### src/rtl/d_detect_handler.sv
// d_detect_handler
//   Services detections from the sequence detector. Each detection raises
//   the alarm for HOLD cycles and bumps a saturating counter. It then pulses
//   en to release the detector and confirms that w has dropped. If w is still
//   high after RETRY cycles, en is pulsed again and the sticky error is set.
//
// Ports
//   clk_i     system clock, rising edge
//   rst_i     asynchronous active-high reset
//   w_i       detection flag (level) from the detector
//   clr_i     synchronous clear of count_o and err_o
//   en_o      release pulse to the detector (one cycle per acknowledge)
//   alarm_o   high while a detection is being serviced
//   busy_o    high whenever the FSM is not idle
//   count_o   saturating number of accepted detections
//   err_o     sticky: detector did not drop w after an acknowledge
//
// state  | meaning
// S_IDLE | waiting for w
// S_HOLD | alarm hold time running, w ignored
// S_ACK  | en high for one cycle
// S_WAIT | checking that the detector dropped w
module d_detect_handler #(
    parameter int HOLD  = 4,
    parameter int CNT_W = 8,
    parameter int RETRY = 2
) (
    input  logic             clk_i,
    input  logic             rst_i,
    input  logic             w_i,
    input  logic             clr_i,
    output logic             en_o,
    output logic             alarm_o,
    output logic             busy_o,
    output logic [CNT_W-1:0] count_o,
    output logic             err_o
);

    typedef enum logic [1:0] {S_IDLE, S_HOLD, S_ACK, S_WAIT} state_t;

    localparam logic [7:0]       HOLD_LD = 8'(HOLD - 1);
    localparam logic [3:0]       RETRY_L = 4'(RETRY);
    localparam logic [CNT_W-1:0] CNT_MAX = '1;
    localparam logic [CNT_W-1:0] CNT_ONE = CNT_W'(1);

    state_t           state_q, state_d;
    logic [7:0]       hold_q, hold_d;
    logic [3:0]       retry_q, retry_d;
    logic [CNT_W-1:0] count_q, count_d;
    logic             err_q, err_d;
    logic             en_q, alarm_q, busy_q;

    always_comb begin
        state_d = state_q;
        hold_d  = hold_q;
        retry_d = retry_q;
        count_d = count_q;
        err_d   = err_q;
        case (state_q)
            S_IDLE: begin
                if (w_i) begin
                    state_d = S_HOLD;
                    hold_d  = HOLD_LD;
                    if (count_q != CNT_MAX) count_d = count_q + CNT_ONE;
                end
            end
            S_HOLD: begin
                if (hold_q == 8'd0) state_d = S_ACK;
                else                hold_d  = hold_q - 8'd1;
            end
            S_ACK: begin
                state_d = S_WAIT;
                retry_d = 4'd0;
            end
            S_WAIT: begin
                if (!w_i) begin
                    state_d = S_IDLE;
                end else begin
                    retry_d = retry_q + 4'd1;
                    if (retry_q + 4'd1 == RETRY_L) begin
                        state_d = S_ACK;
                        err_d   = 1'b1;
                    end
                end
            end
            default: state_d = S_IDLE;
        endcase
        // Clear wins over a same-cycle increment or error set.
        if (clr_i) begin
            count_d = '0;
            err_d   = 1'b0;
        end
    end

    // Outputs are registered from the next state, so they equal a decode of
    // the current state without any input-to-output path.
    always_ff @(posedge clk_i or posedge rst_i) begin
        if (rst_i) begin
            state_q <= S_IDLE;
            hold_q  <= 8'd0;
            retry_q <= 4'd0;
            count_q <= '0;
            err_q   <= 1'b0;
            en_q    <= 1'b0;
            alarm_q <= 1'b0;
            busy_q  <= 1'b0;
        end else begin
            state_q <= state_d;
            hold_q  <= hold_d;
            retry_q <= retry_d;
            count_q <= count_d;
            err_q   <= err_d;
            en_q    <= (state_d == S_ACK);
            alarm_q <= (state_d == S_HOLD) || (state_d == S_ACK) || (state_d == S_WAIT);
            busy_q  <= (state_d != S_IDLE);
        end
    end

    assign en_o    = en_q;
    assign alarm_o = alarm_q;
    assign busy_o  = busy_q;
    assign count_o = count_q;
    assign err_o   = err_q;

endmodule

### config.mk
export PLATFORM = sky130hd
export DESIGN_NAME = d_detect_handler
export DESIGN_NICKNAME = d
export VERILOG_FILES = /design/src/rtl/d_detect_handler.sv
export SDC_FILE = /design/constraint.sdc
export NUM_CORES = 1
export LEC_CHECK = 0
export ABC_CLOCK_PERIOD_IN_PS = 2000
export CORE_MARGIN = 8
export CORE_UTILIZATION = 45
export CTS_BUF_LIST = sky130_fd_sc_hd__clkbuf_8 sky130_fd_sc_hd__clkbuf_16
export CTS_CLUSTER_DIAMETER = 200
export DETAILED_ROUTE_END_ITERATION = 10
export GPL_TIMING_DRIVEN = 1
export PLACE_DENSITY = 0.74
export SETUP_SLACK_MARGIN = 0.1
export SLEW_MARGIN = 10
export SYNTH_ARGS = -nofsm -noshare
export SYNTH_HDL_FRONTEND = slang
export SYNTH_SLANG_ARGS = --single-unit
### constraint.sdc
create_clock -name clk_i -period 2 [get_ports clk_i]
set_clock_uncertainty 0.05 [all_clocks]
set_input_delay 0.3 -clock clk_i [delete_from_list [all_inputs] [get_ports clk_i]]
set_output_delay 0.3 -clock clk_i [all_outputs]
set_load 0.03 [all_outputs]
# == Word level (Yosys, flattened, before mapping) ==
# Cells that the tools add are included.
# totals
reg_bits,26
memories,0
word_cells,56
rom_bits,0
latch_bits,0
in_bits,4
mem_bits_rw,0
out_inout_bits,12
# op_classes
n_shift,0
n_lt_le_gt_ge,0
mul,0
mux,18
n_reduce_logical,16
eq_ne,11
div_mod_pow,0
bitwise_logic,0
add_sub_neg,3
# ops
cell,n
$mux 8,6
$pmux 8 s2,1
$reduce_bool 2->1,8
$reduce_and 3->1,3
$add 8x1->8 const B,1
$eq 2x2->1 const B,4
$logic_not 8->1,1
$mux 2,4
$ne 8x8->1 const B,1
$pmux 2 s4,1
$pmux 4 s2,1
$sub 8x1->8 const B,1
$ne 2x2->1 const B,3
$add 4x1->4 const B,1
$eq 2x1->1 const B,2
$eq 4x2->1 const B,1
$mux 1,4
$mux 4,1
$logic_not 2->1,1
$logic_or 1x1->1,2
$reduce_and 2->1,1

# == Logic depth before layout (Yosys ltp) ==
# Gate-level depths: netlist of the first run.
# depth
depth_word,8
depth_mapped,7

# == Worst setup path after synthesis of the first run ==
# Ideal clock, no wire load.
# synth_timing
path_type,flip-flop to flip-flop
from,reg hold_q[3]
to,reg hold_q[1]
n_path_buf,1
setup_time_ns,0.126
stages_incl_launch_ff,6
slack_ns,0.203
t_arrival_ns,1.621
path_cell_list,dfrtp_1 -> or4_4 -> or3b_1 -> buf_2 -> mux2i_1 -> a21oi_1
# synth_via
elab_chain_cells,3
# synth_rtl
element,line_no,source
start: declaration,47,"logic [7:0] hold_q, hold_d;"
start signal: assignment,109,hold_q <= hold_d;
$logic_not 8->1,68,if (hold_q == 8'd0) state_d = S_ACK;
$ne 2x2->1 (no line),-,
$reduce_and 3->1 (no line),-,
# Every way passes these cells.
# A chain may end at the register's enable or synchronous reset.

# == Worst setup path after layout of the first run ==
# layout_timing
from,reg state_q[1]
to,reg hold_q[5]
# layout_via
elab_chain_cells,3
elab_cells_between_ends,7
# layout_rtl
element,line_no,source
start: declaration,46,"state_t state_q, state_d;"
start signal: assignment,108,state_q <= state_d;
$eq 2x1->1 / $logic_not 2->1 (equally long branches),59,case (state_q)
$ne 2x2->1 (no line) / $reduce_bool 2->1 (equally long branches),-,
$reduce_and 3->1 (no line),-,
# Parallel ways exist; a longest one is shown, timed or not.

==> results of run 1 <==
worst max-delay path, delay by kind of cell (launching register included):
family	cells	cell delay, ns
compound gates	1	0.13
flops	1	0.39
simple gates	3	1.22
area by class of cell:
cell class | count | area (um2) | share of cell area, %
Inverter | 7 | 26.3 | 1.64
Clock inverter | 1 | 3.75 | 0.234
Timing Repair Buffer | 24 | 218 | 13.6
Sequential cell | 25 | 626 | 39.0
Multi-Input combinational cell | 103 | 649 | 40.5
Tap cell | 31 | 38.8 | 2.42
Clock buffer | 3 | 41.3 | 2.58
worst paths after layout:
path / end / start
worst max-delay path: hold_q[5]$_DFFE_PP0P_ / state_q[1]$_DFF_PP0_
worst min-delay path: hold_q[7]$_DFFE_PP0P_ / rst_i
worst max register to register: hold_q[5]$_DFFE_PP0P_ / state_q[1]$_DFF_PP0_
worst min register to register: retry_q[3]$_DFFE_PP0P_ / retry_q[3]$_DFFE_PP0P_
max in group asynchronous: state_q[1]$_DFF_PP0_ / rst_i
min in group clk_i: retry_q[3]$_DFFE_PP0P_ / retry_q[3]$_DFFE_PP0P_
kinds of logic (layout without fill, tap and decap cells):
group,after synthesis,after routing
buf+inv,14,35
compound gates,43,43
fa+ha+maj,4,4
flops,25,25
xor+xnor,1,1
simple gates,53,53
mux,2,2
Yosys cell counts (2+ instances only):
master	count	share of area [%]
a21oi_1	12	4.5
a31oi_1	3	1.4
a41oi_1	2	1.3
and4_1	2	1.3
buf_2	3	1.1
clkbuf_1	2	0.57
dfrtp_1	25	47
ha_1	4	3.8
inv_1	7	2.0
mux2i_1	2	1.5
nand2_1	9	2.6
nand2b_1	3	1.4
nand3_1	7	2.6
nand4_1	2	0.95
nor2_1	9	2.6
nor2b_1	2	0.95
nor3_1	4	1.5
nor3b_1	2	1.1
o211ai_1	2	1.1
o21ai_0	13	4.9
o22ai_1	3	1.4
o31ai_1	3	1.7
or3_1	2	0.95
or3_2	2	1.1
or4_1	3	1.7
or4_4	2	1.7
routing by layer:
layer  global-route usage [%]  wire length [um]  vias up
met5                        0                 0        -
met4                     4.02                29        0
met3                     3.39               122        4
met2                     19.4              1360       25
met1                     12.9              1300      542
li1                         -                 -      563
state kept, by name, indices dropped and copies added (netlist names):
| signal | flops |
|---|---|
| count_o | 8 |
| hold_q | 8 |
| retry_q | 4 |
| state_q | 2 |
| alarm_o | 1 |
| en_o | 1 |
| err_o | 1 |
layout by cell type (no fill, tap or decap), types with 4 or more instances in the layout:
cell             count
nand3_1              7
buf_4                9
ha_1                 4
inv_1                8
dfrtp_1             25
clkdlybuf4s50_1     15
nand2_1              9
nor3_1               4
a21oi_1             10
nor2_1               9
o21ai_0             13
power by group through the flow:
stage / combinational, mW / clock, mW / sequential (mW)
floorplan: 0.482 / 0 / 0.773
global placement: 0.671 / 0 / 0.751
detailed placement: 0.695 / 0 / 0.761
CTS: 0.699 / 0.299 / 0.751
global route: 0.823 / 0.324 / 0.769
finish: 0.741 / 0.290 / 0.751
timing repair:
action / in CTS / in global routing
buffers inserted: 0 / 3
resized for setup: 0 / 4
endpoints found under the setup margin: 0 / 5
hold buffers: 0 / 0
==> metrics.md, run 1 <==
| Metric | Value |
|---|---|
| Sequential fraction of the synthesis area | `47.3%` |
| First-pass DRT Iterations | `4` |
| Status | `completed` |
| Number of flops mapped to enable cells by yosys | `0` |
| Gr usage total | `11.3%` |
| Ant diodes | `0` |
| YS warnings | `0` |
| P&R area growth vs syn | `21.2%` |
| Initial Util | `47.5%` |
| CP Class | `flop to flop` |
| Internal Pwr Total | `1.11 mW` |
| Fmax | `541 MHz` |
| FFs w/ async S/R, synth | `100%` |
| Synth cell types | `38` |
| Post-Layout Cell Count | `194` |
| DRC violations left | `0` |
| Hold Crit Class | `input pin to asynchronous set/reset pin` |
| # fillers | `232` |
| WP data required | `2.15 ns` |
| Final worst slack | `0.153 ns` |
| Wirelength, routed | `2820 um` |
| Core Box Area | `2780 um2` |
| Minimum hold slack | `0.328 ns` |
| Mapped Nets | `150` |
| Io pins | `16` |
| Share of cells above drive strength 1 | `13.5%` |
| Final hold vios | `0` |
| Rows | `19` |
| Clock root cell | `clkbuf_8` |
| Num CTS Buffers | `3` |
| Worst path cell trace | `nand2b_1, or4_4, or4_1, a21oi_2` |
| Setup Slack @ Placement | `0.0696 ns` |
| Clock-pin slew on the worst setup and hold paths | `0.08 ns` |
| Crit share post-route | `92.4%` |
| Clk pwr share | `16.3%` |
| Post-DR vias/cell | `5.85` |
| Nets | `172` |
| Tmin final | `1.85 ns` |
| Seq pwr share | `42.1%` |
| GPL Wtd Cong | `0.780` |
| Die height | `70.2 um` |
| Post-Place Cell Area | `1520 um2` |
| Via count | `1134` |
| Placed Cells | `187` |
| RSZ-0062 raised after global routing | `false` |
| Post-synthesis cell area | `1320 um2` |
| Pwr/cell area | `1110 nW/um2` |
| Critical Path Source Type | `flop` |
| CP max FO | `6` |
| CP Capture Type | `flop` |
| Die Area | `4930 um2` |
| Worst reg2reg path depth | `4` |
| Syn_area_per_cell | `9.31 um2` |
| H-Tree Depth | `1` |
| Sw power | `0.677 mW` |
| Clk_lat worst skew | `0.26 ns` |
| Clock buffer depth | `2` |
| Chip width | `70.2 um` |
| Pins Over Slew Limit | `0` |
| Drt initial violations | `90` |
| Largest net degree at the start of global routing | `26` |
| Power, Total | `1.78 mW` |
| Complex-gate fraction of the synthesized area | `19.6%` |
| Initial antenna violation count | `0` |
| Ys flop type | `dfrtp_1` |
| Setup TNS | `0 ns` |
| CTS tree | `yes` |
| CP max-delay cell | `or4_1` |
| First-pass GRT wire length | `4710 um` |
| Synth Area in Adders | `3.78%` |
| Lkg Pwr | `0.687 nW` |
| Post-DP HPWL | `2050 um` |
| Relative slew margins | `74.4%` |
| Post-synthesis register bit count | `25` |
| Final ANT Viol Nets | `0` |
| Cells after Synth | `142` |
| Reg-to-reg slack, setup | `0.15 ns` |
| Max stage delay on crit path | `0.55 ns` |
| Combinational group share of total power | `41.6%` |
| Post-Synth Simple-Gate Area | `22.6%` |
| Post-Layout Inst Area | `1600 um2` |
| Sw Ratio | `38.0%` |
| Clock sink count | `25` |
| Drt wl/cell | `14.5 um` |
| Multiplexer area fraction after synthesis | `1.51%` |
| Worst-margin pin slew | `0.380 ns` |
| CP arrival | `2.00 ns` |
| Aggregate global routing overflow | `0` |
| Largest family of logic cells by synthesized area | `simple AND/OR/NAND/NOR gates` |
| Max cap viols | `0` |
| Final setup violation count | `0` |
| Fin util | `57.6%` |
| Synth Area in XOR/XNOR | `0.662%` |
| Max rail drop VDD | `996 uV` |
| Vias in the first global route | `1106` |
| I/O Buffers | `15` |
Note: power is estimated with default switching activity, not from simulation.
==> run 2: changes to the inputs <==
--- a/config.mk
+++ b/config.mk
@@ -12,7 +12,7 @@
 export CTS_CLUSTER_DIAMETER = 200
 export DETAILED_ROUTE_END_ITERATION = 10
 export GPL_TIMING_DRIVEN = 1
-export PLACE_DENSITY = 0.74
+export PLACE_DENSITY = 0.73
 export SETUP_SLACK_MARGIN = 0.1
 export SLEW_MARGIN = 10
 export SYNTH_ARGS = -nofsm -noshare
==> run 2 against run 1 <==
  * Count of clock-buffer cells in the layout unchanged
  * Cell count grew 0.52%
  * Cell area is 3.0% higher
  * Critical path type unchanged
  * Via count rose by 3.0%
  * Fmax hardly changed
  * Combinational power grew 13%
==> metrics.md, run 2 (synthesis gave the netlist of run 1 again) <==
| Metric | Value |
|---|---|
| Status | `completed` |
| Clock sink count | `25 (unchanged)` |
| First-pass GRT wire length | `5160 um (+9.5%)` |
| First-pass DRT Iterations | `4 (unchanged)` |
| Reg-to-reg startpoint | `state_q[0]$_DFF_PP0_` |
| Rows | `19 (unchanged)` |
| Critical Path Source Type | `flop` |
| Final setup violation count | `0 (unchanged)` |
| Clock root cell | `clkbuf_8` |
| CTS tree | `yes` |
| CP Class | `flop to flop` |
| Die height | `70.2 um (unchanged)` |
| Max cap viols | `0 (unchanged)` |
| Commonest cells after routing, fill and taps aside | `dfrtp_1, clkdlybuf4s50_1, o21ai_0` |
| Initial antenna violation count | `0 (unchanged)` |
| Post-DR vias/cell | `5.99 (+2.5%)` |
| Crit path capture | `hold_q[6]$_DFFE_PP0P_` |
| R2r endpoint | `hold_q[6]$_DFFE_PP0P_` |
| Clock buffer depth | `2 (unchanged)` |
| Die Area | `4930 um2 (unchanged)` |
| Tmin final | `1.85 ns (-0.000815 ns)` |
| Share of cells above drive strength 1 | `18.3% (+4.8 points)` |
| Reg-to-reg slack, setup | `0.15 ns (about the same)` |
| Core Box Area | `2780 um2 (unchanged)` |
| RSZ-0062 raised after global routing | `true` |
| Aggregate global routing overflow | `0 (unchanged)` |
| Final hold vios | `0 (unchanged)` |
| CP arrival | `1.99 ns (about the same)` |
| Drt initial violations | `59 (-34%)` |
| Worst-margin pin slew | `0.411 ns (+0.0319 ns)` |
| Ant diodes | `0 (unchanged)` |
| Fmax | `542 MHz (about the same)` |
| GPL Wtd Cong | `0.768 (-1.5%)` |
| H-Tree Depth | `1 (unchanged)` |
| Hold buffer count at CTS | `0 (unchanged)` |
| Chip width | `70.2 um (unchanged)` |
| Vias in the first global route | `1097 (-0.81%)` |
| P&R area growth vs syn | `24.8%` |
| Max rail drop VDD | `764 uV (-23%)` |
| Drt wl/cell | `16.0 um (+9.9%)` |
| Hold Crit Class | `input pin to asynchronous set/reset pin` |
| Nets | `173 (+0.58%)` |
| Clk_lat worst skew | `0.26 ns (about the same)` |
| Power, Total | `1.90 mW (+6.6%)` |
| Initial Util | `47.5% (unchanged)` |
| Crit share post-route | `92.3% (about the same)` |
| I/O Buffers | `15 (unchanged)` |
| Relative slew margins | `72.4% (-2.0 points)` |
| Crit path from | `state_q[0]$_DFF_PP0_` |
| Clock-pin slew on the worst setup and hold paths | `0.09 ns (about the same)` |
| Pwr/cell area | `1150 nW/um2 (+3.5%)` |
| DRC violations left | `0 (unchanged)` |
| Via count | `1168 (+3.0%)` |
| Lkg Pwr | `0.700 nW (+1.9%)` |
| Worst reg2reg path depth | `5 (+1)` |
| Num CTS Buffers | `3 (unchanged)` |
| WP data required | `2.14 ns (about the same)` |
| Wirelength, routed | `3110 um (+10%)` |
| Io pins | `16 (unchanged)` |
| Final ANT Viol Nets | `0 (unchanged)` |
| Pins Over Slew Limit | `0 (unchanged)` |
| Setup TNS | `0 ns (unchanged)` |
| Gr usage total | `12.2% (+0.89 points)` |
| Post-DP HPWL | `2090 um (+2.1%)` |
| Minimum hold slack | `0.346 ns (+0.0180 ns)` |
| Largest net degree at the start of global routing | `26 (unchanged)` |
| Most common cell after layout, fill and taps aside | `dfrtp_1` |
| CP max FO | `10 (+4)` |
| CP Capture Type | `flop` |
-- run 2: changes by cell type in the layout (fill, tap and decap cells not counted), moves of 2 or more --
| cell | change |
|---|---|
| inv_1 | -2 |
| or4_4 | +2 |
| inv_2 | +2 |
| or4_1 | -2 |
-- run 2: layer usage --
layer / wire (um) / vias up / track usage, %
met5: 0 / - / 0
met4: 20 / 0 / 4.24
met3: 177 / 2 / 3.95
met2: 1550 / 27 / 20.4
met1: 1370 / 572 / 14.2
li1: - / 567 / -
-- run 2: where the power goes --
group | internal [mW] | total [mW] | switching [mW] | leakage, nW
registers | 0.629 | 0.771 | 0.142 | 0.326
logic | 0.395 | 0.836 | 0.441 | 0.348
clock network | 0.137 | 0.293 | 0.156 | 0.0269
-- run 2: worst max-delay path, cell delays in order, from the launching register on --
cell	delay (ns)
dfrtp_1	0.41
buf_4	0.19
nor2b_1	0.25
o211ai_1	0.24
or4_1	0.47
a21oi_1	0.17
-- run 2: repair_timing --
action | CTS | global route
hold endpoints to repair | 0 | 0
endpoints found under the setup margin | 0 | 7
gates resized for setup | 0 | 14
setup buffers | 0 | 4
-- run 2: worst min path at each step --
stage | start | end | slack, ns
2_1_floorplan | rst_i | alarm_o$_DFF_PP0_ | 0.28
3_3_place_gp | retry_q[3]$_DFFE_PP0P_ | retry_q[3]$_DFFE_PP0P_ | 0.44
3_5_place_dp | retry_q[3]$_DFFE_PP0P_ | retry_q[3]$_DFFE_PP0P_ | 0.46
4_1_cts | rst_i | hold_q[4]$_DFFE_PP0P_ | 0.37
5_1_grt | rst_i | hold_q[4]$_DFFE_PP0P_ | 0.41
6_report | rst_i | hold_q[4]$_DFFE_PP0P_ | 0.35
-- run 2: metrics by stage --
step | instance area [um2] | instances | util, % | setup slack [ns]
after detailed placement | 1520 | 187 | 54.7 | 0.0834
after CTS | 1570 | 191 | 56.4 | 0.115
after global routing | 1650 | 195 | 59.3 | 0.0224
after floorplan | 1320 | 142 | - | 0.203
final | 1650 | 195 | 59.3 | 0.154
after global placement | 1520 | 187 | 54.7 | 0.126
-- run 2: cell type report --
| type | count | area (um2) |
|---|---|---|
| Clock inverter | 1 | 3.75 |
| Timing Repair Buffer | 25 | 225 |
| Fill cell | 243 | 1130 |
| Tap cell | 31 | 38.8 |
| Multi-Input combinational cell | 103 | 689 |
| Sequential cell | 25 | 626 |
| Inverter | 7 | 26.3 |
| Clock buffer | 3 | 41.3 |
